--- config.mk ---
export PLATFORM = sky130hd
export DESIGN_NAME = data_memory_ctrl
export DESIGN_NICKNAME = d
export VERILOG_FILES = /design/src/rtl/data_memory_ctrl.sv
export SDC_FILE = /design/constraint.sdc
export NUM_CORES = 2
export LEC_CHECK = 0
export CORE_ASPECT_RATIO = 0.9
export CORE_MARGIN = 2
export CORE_UTILIZATION = 50
export DETAILED_ROUTE_END_ITERATION = 8
export GPL_ROUTABILITY_DRIVEN = 0
export HOLD_SLACK_MARGIN = 0.12
export PLACE_DENSITY = 0.65
export SYNTH_ARGS = -nofsm -noshare
export SYNTH_HDL_FRONTEND = slang
export SYNTH_SLANG_ARGS = --single-unit
export TNS_END_PERCENT = 30
--- constraint.sdc ---
create_clock -name clk -period 3.4 [get_ports clk]
set_input_delay 0.51 -clock clk [delete_from_list [all_inputs] [get_ports clk]]
set_output_delay 0.51 -clock clk [all_outputs]
set_load 0.02 [all_outputs]
--- src/rtl/data_memory_ctrl.sv ---
`timescale 1ns/1ps
// Byte-addressed little-endian data memory with valid/ready request/response handshake.
// Response after RD_LATENCY cycles; one access in flight, req_ready low until the response is taken.
module data_memory_ctrl #(
  parameter int ADDR_WIDTH  = 16,
  parameter int DEPTH_BYTES = 256,
  parameter int DATA_BYTES  = 2,
  parameter int RD_LATENCY  = 1
) (
  input  logic                    clk,
  input  logic                    rst_n,
  input  logic                    req_valid,
  output logic                    req_ready,
  input  logic                    req_write,
  input  logic [1:0]              req_size,
  input  logic                    req_signed,
  input  logic [ADDR_WIDTH-1:0]   req_addr,
  input  logic [8*DATA_BYTES-1:0] req_wdata,
  output logic                    rsp_valid,
  input  logic                    rsp_ready,
  output logic [8*DATA_BYTES-1:0] rsp_rdata,
  output logic                    rsp_error
);

  localparam int W      = 8 * DATA_BYTES;
  localparam int MEM_AW = (DEPTH_BYTES > 1) ? $clog2(DEPTH_BYTES) : 1;

  localparam logic [1:0] IDLE = 2'd0;
  localparam logic [1:0] WAIT = 2'd1;
  localparam logic [1:0] RESP = 2'd2;

  localparam logic [2:0]            LAT_M1 = 3'(RD_LATENCY - 1);
  localparam logic [ADDR_WIDTH:0]   ONE    = (ADDR_WIDTH+1)'(1);

  logic [1:0]          state;
  logic [2:0]          cnt;
  logic [7:0]          mem [DEPTH_BYTES];

  logic                accept;
  logic [31:0]         nb;
  logic [ADDR_WIDTH:0] last_addr;
  logic                illegal;
  logic [MEM_AW-1:0]   byte_idx [DATA_BYTES];
  logic [W-1:0]        load_data;
  logic                sign_bit;

  assign req_ready = (state == IDLE);
  assign rsp_valid = (state == RESP);
  assign accept    = req_valid & req_ready;

  always_comb begin
    nb = 32'd0;
    case (req_size)
      2'b00:   nb = 32'd1;
      2'b01:   nb = 32'd2;
      2'b10:   nb = DATA_BYTES;
      default: nb = 32'd0;
    endcase
  end

  // Extra top bit keeps the end-address check from wrapping near the top of the address space.
  assign last_addr = {1'b0, req_addr} + (ADDR_WIDTH+1)'(nb) - ONE;
  assign illegal   = (req_size == 2'b11) || (nb > DATA_BYTES) ||
                     (32'(last_addr) >= DEPTH_BYTES);

  always_comb begin
    for (int i = 0; i < DATA_BYTES; i++) begin
      byte_idx[i] = MEM_AW'({1'b0, req_addr} + (ADDR_WIDTH+1)'(i));
    end
  end

  always_comb begin
    load_data = '0;
    sign_bit  = 1'b0;
    for (int i = 0; i < DATA_BYTES; i++) begin
      if (i < nb) begin
        load_data[8*i +: 8] = mem[byte_idx[i]];
        sign_bit            = mem[byte_idx[i]][7];
      end
    end
    // Bytes above the access width replicate the MSB of the top byte read.
    if (req_signed) begin
      for (int i = 0; i < DATA_BYTES; i++) begin
        if (i >= nb) load_data[8*i +: 8] = {8{sign_bit}};
      end
    end
  end

  always_ff @(posedge clk) begin
    if (accept && req_write && !illegal) begin
      for (int i = 0; i < DATA_BYTES; i++) begin
        if (i < nb) mem[byte_idx[i]] <= req_wdata[8*i +: 8];
      end
    end
  end

  always_ff @(posedge clk or negedge rst_n) begin
    if (!rst_n) begin
      state     <= IDLE;
      cnt       <= 3'd0;
      rsp_rdata <= '0;
      rsp_error <= 1'b0;
    end else begin
      case (state)
        IDLE: begin
          if (req_valid) begin
            rsp_error <= illegal;
            rsp_rdata <= (illegal || req_write) ? '0 : load_data;
            if (RD_LATENCY == 1) begin
              state <= RESP;
            end else begin
              state <= WAIT;
              cnt   <= LAT_M1;
            end
          end
        end
        WAIT: begin
          cnt <= cnt - 3'd1;
          if (cnt == 3'd1) state <= RESP;
        end
        RESP: begin
          if (rsp_ready) state <= IDLE;
        end
        default: state <= IDLE;
      endcase
    end
  end

endmodule

==> flow_summary.ini <==
[die]
start_util = 0.503
die_x_um = 557
dieArea_um2 = 280000
ios = 59
die_h_um = 502
rows = 182
core_um2 = 274000

[yosys]
syn_area_per_cell_um2 = 17.7
yosysTopAreaCell = edfxtp_1
synth.area.top_cells = edfxtp_1 (45%), mux2_4 (21%), mux4_2 (21%)
synthDistinctLibCells = 78
synth_flop_cell = edfxtp_1
synth_nets = 7876
syn_inst = 7800
synth_edf_count = 2048
yosysTopAreaCellShare = 0.446
async_flop_share = 0.00871
synthesis.area_um2 = 138000
ys_ff_latch = 2066
yosysSeqAreaShare = 0.450
yosysWarnings = 0

[detailed_routing]
wl_per_cell_um = 39.5
routed_via_density = 6.94
dr_total_vias = 85600
drtIter0Drc = 12700
drt-pass1-iter-count = 6
ant_nets = 0
drc = 0
wl_mm = 487

[power]
internal-power_w = 0.0460
p_leak_nw = 62.0
p_per_area_nw_per_um2 = 380
clkPwrFrac = 0.385
pwr-share-comb = 0.164
vdd_drop_max_mv = 0.427
p_switching_w = 0.0161
pwr-share-seq = 0.450
p_sw_frac = 0.259
power_w = 0.0621

[sta]
postLayoutSetupSlackWorst_ps = -557
tightestPinTransition_ps = 1380
finalClockSkew_ps = 37.3
setup_viol = 4112
rsz0062_at_grt = true
relSlewSlack = 0.0729
hold_viol_final = 0
slew_violations = 0
fin_crit_sh = 1.16
max_freq_mhz = 253
period_needed_ps = 3960

[run_status]
violations = negative setup slack
outcome = complete, but fails checks

[global_route]
grt_start_max_net_pins = 101
gr-usage-met1 = 0.459
gr-usage-met3 = 0.0999
use_met2 = 0.512
grt_pass1_wl_mm = 665
grt_pass1_vias = 83000
antenna_found_initial = 18
overflow = 0
busiest_layer = met2
track_usage = 0.340

[critical_path]
endpoint = rsp_rdata[6]
cpMaxStageDelayCell = a31oi_1
r2r_end = rsp_rdata[13]
crit_path_start = req_addr[0]
worst_ep_arrival_time_ps = 4780
crit_chain = buf_12 -> buf_4 -> buf_12 -> buf_12 -> mux4_2 -> nand2_1 -> and3_1 -> a31oi_1 -> mux4_2 -> nand2_1 -> a21oi_1 -> buf_4 -> a21oi_1 -> buf_4 -> o21ai_0
end_kind = flop
cp-start-kind = input pin
cp.required_ps = 4220
slowest_delay_ps = 990
crit_fanout = 68
rr_startpoint = mem[198][7]
crit_type = in2reg
r2r_slack_ps = -190
rr_worst_depth = 9

[placed_design]
post-place-ws_ps = -2050
dp_hpwl_mm = 340
port_buffers = 58

[run]
drv_cap = 0

[cts]
cts.path.max_buffers = 4
clock_sinks = 2066
h-tree-depth = 4
cts_root_buf = clkbuf_16
clock_latency_ps = 910
cts_buffers = 227
clk_pin_slew_worst_paths_ps = 60
cts_tree = yes

[final_layout]
nets = 8544
areaGrowthSynthToFinish_pct = 18.6
final_layout_size_suffix_gt1_frac = 0.639

[min_path]
hp-class = in2reg
layer usage:
layer	routed length, µm	part of all wire	vias to the layer above
li1	-	-	33200
met1	181000	0.37	45400
met2	216000	0.44	5912
met3	62200	0.13	1074
met4	27200	0.056	20
met5	227	0.00047	-
cells in the final DEF (no fill, tap or decap), types with 108 or more instances in the layout:
cell type / instances
buf_12: 367
clkbuf_16: 248
nand3_1: 163
nand2_1: 224
o21ai_0: 108
mux2_2: 128
mux2_4: 1924
buf_4: 736
nand2_8: 243
mux4_2: 1267
edfxtp_1: 2048
how the worst min path moves through the flow:
stage                        end  cells past startpoint  slack, ps    startpoint
floorplan              rsp_error                      0        210         rst_n
global placement    rsp_rdata[2]                      2        480  rsp_rdata[2]
detailed placement  rsp_rdata[7]                      2        490  rsp_rdata[7]
CTS                  mem[103][1]                      2        300  req_wdata[9]
global route         mem[101][6]                      2        320  req_wdata[6]
finish               mem[101][6]                      2        320  req_wdata[6]
power groups by stage:
stage / Combinational (W) / Clock [W] / Sequential, W
detailed placement: 0.00989 / 0 / 0.0285
CTS: 0.00997 / 0.0240 / 0.0280
finish: 0.0102 / 0.0239 / 0.0280
floorplan: 0.00599 / 0 / 0.0285
global route: 0.0104 / 0.0249 / 0.0280
global placement: 0.00977 / 0 / 0.0285
cell type report:
type                       instances  area, µm²
antenna                           11       27.5
clock buffer                     278       5920
clock inverter                   121        961
fill                           19900     110000
inverter                          31        141
multi-input combinational       4811      73500
sequential                      2066      61900
tap                             3680       4600
timing repair buffer            1331      16400
sequential cells by signal (all words and copies together) (netlist names):
name       flops
mem         2048
rsp_error      1
rsp_rdata     16
state          1
logic make-up after synthesis:
group / after synthesis / synth area share
buf+inv: 923 / 0.0324
fa+ha+maj: 36 / 0.00332
compound gates: 486 / 0.0209
mux: 3351 / 0.429
flops: 2066 / 0.450
xor+xnor: 14 / 0.00113
simple gates: 924 / 0.0632
synthesized netlist by cell type (8+ instances only):
library cell,n
inv_1,28
clkbuf_1,598
nor2_4,23
o21ai_1,23
mux2_2,132
and3_1,17
edfxtp_1,2048
dlygate4sd1_1,54
a211o_1,8
buf_6,9
dfrtp_1,18
nor2_8,37
a22oi_1,75
mux2_4,1920
and2_1,10
o21ai_0,261
mux4_2,1267
nand4_1,9
nand2_1,292
nand2_8,240
xnor2_1,10
nand3_1,208
buf_4,28
buf_12,24
buf_1,51
nor3_1,12
ha_1,35
buf_2,128
mux2i_1,31
a31oi_1,21
a21oi_1,49
nor2_1,40
metrics by stage:
step,hold slack [ps],util,std cells,setup TNS [ps],instance area (µm²)
floorplan,214,-,7800,-5438790,139000
global placement,482,0.559,11800,-7638680,153000
detailed placement,492,0.559,11800,-7626530,153000
CTS,296,0.589,12300,-1123450,161000
global route,319,0.597,12300,-1978680,163000
finish,320,0.597,12300,-1572790,163000
what timing repair did:
action                                 4_1_cts  5_1_grt
gates resized for setup                    201      383
endpoints found under the hold margin       19        0
setup buffers                               37       39
pin swaps                                   47       84
cloned                                      12       22
setup endpoints to repair                 4113     4112
hold buffers                                 2        0
critical path: cells and delay by family:
kind	cells	cell delay (ps)
buf+inv	6	1420
simple gates	3	340
compound gates	4	1620
mux	2	750
Note: power is estimated with default switching activity, not from simulation.
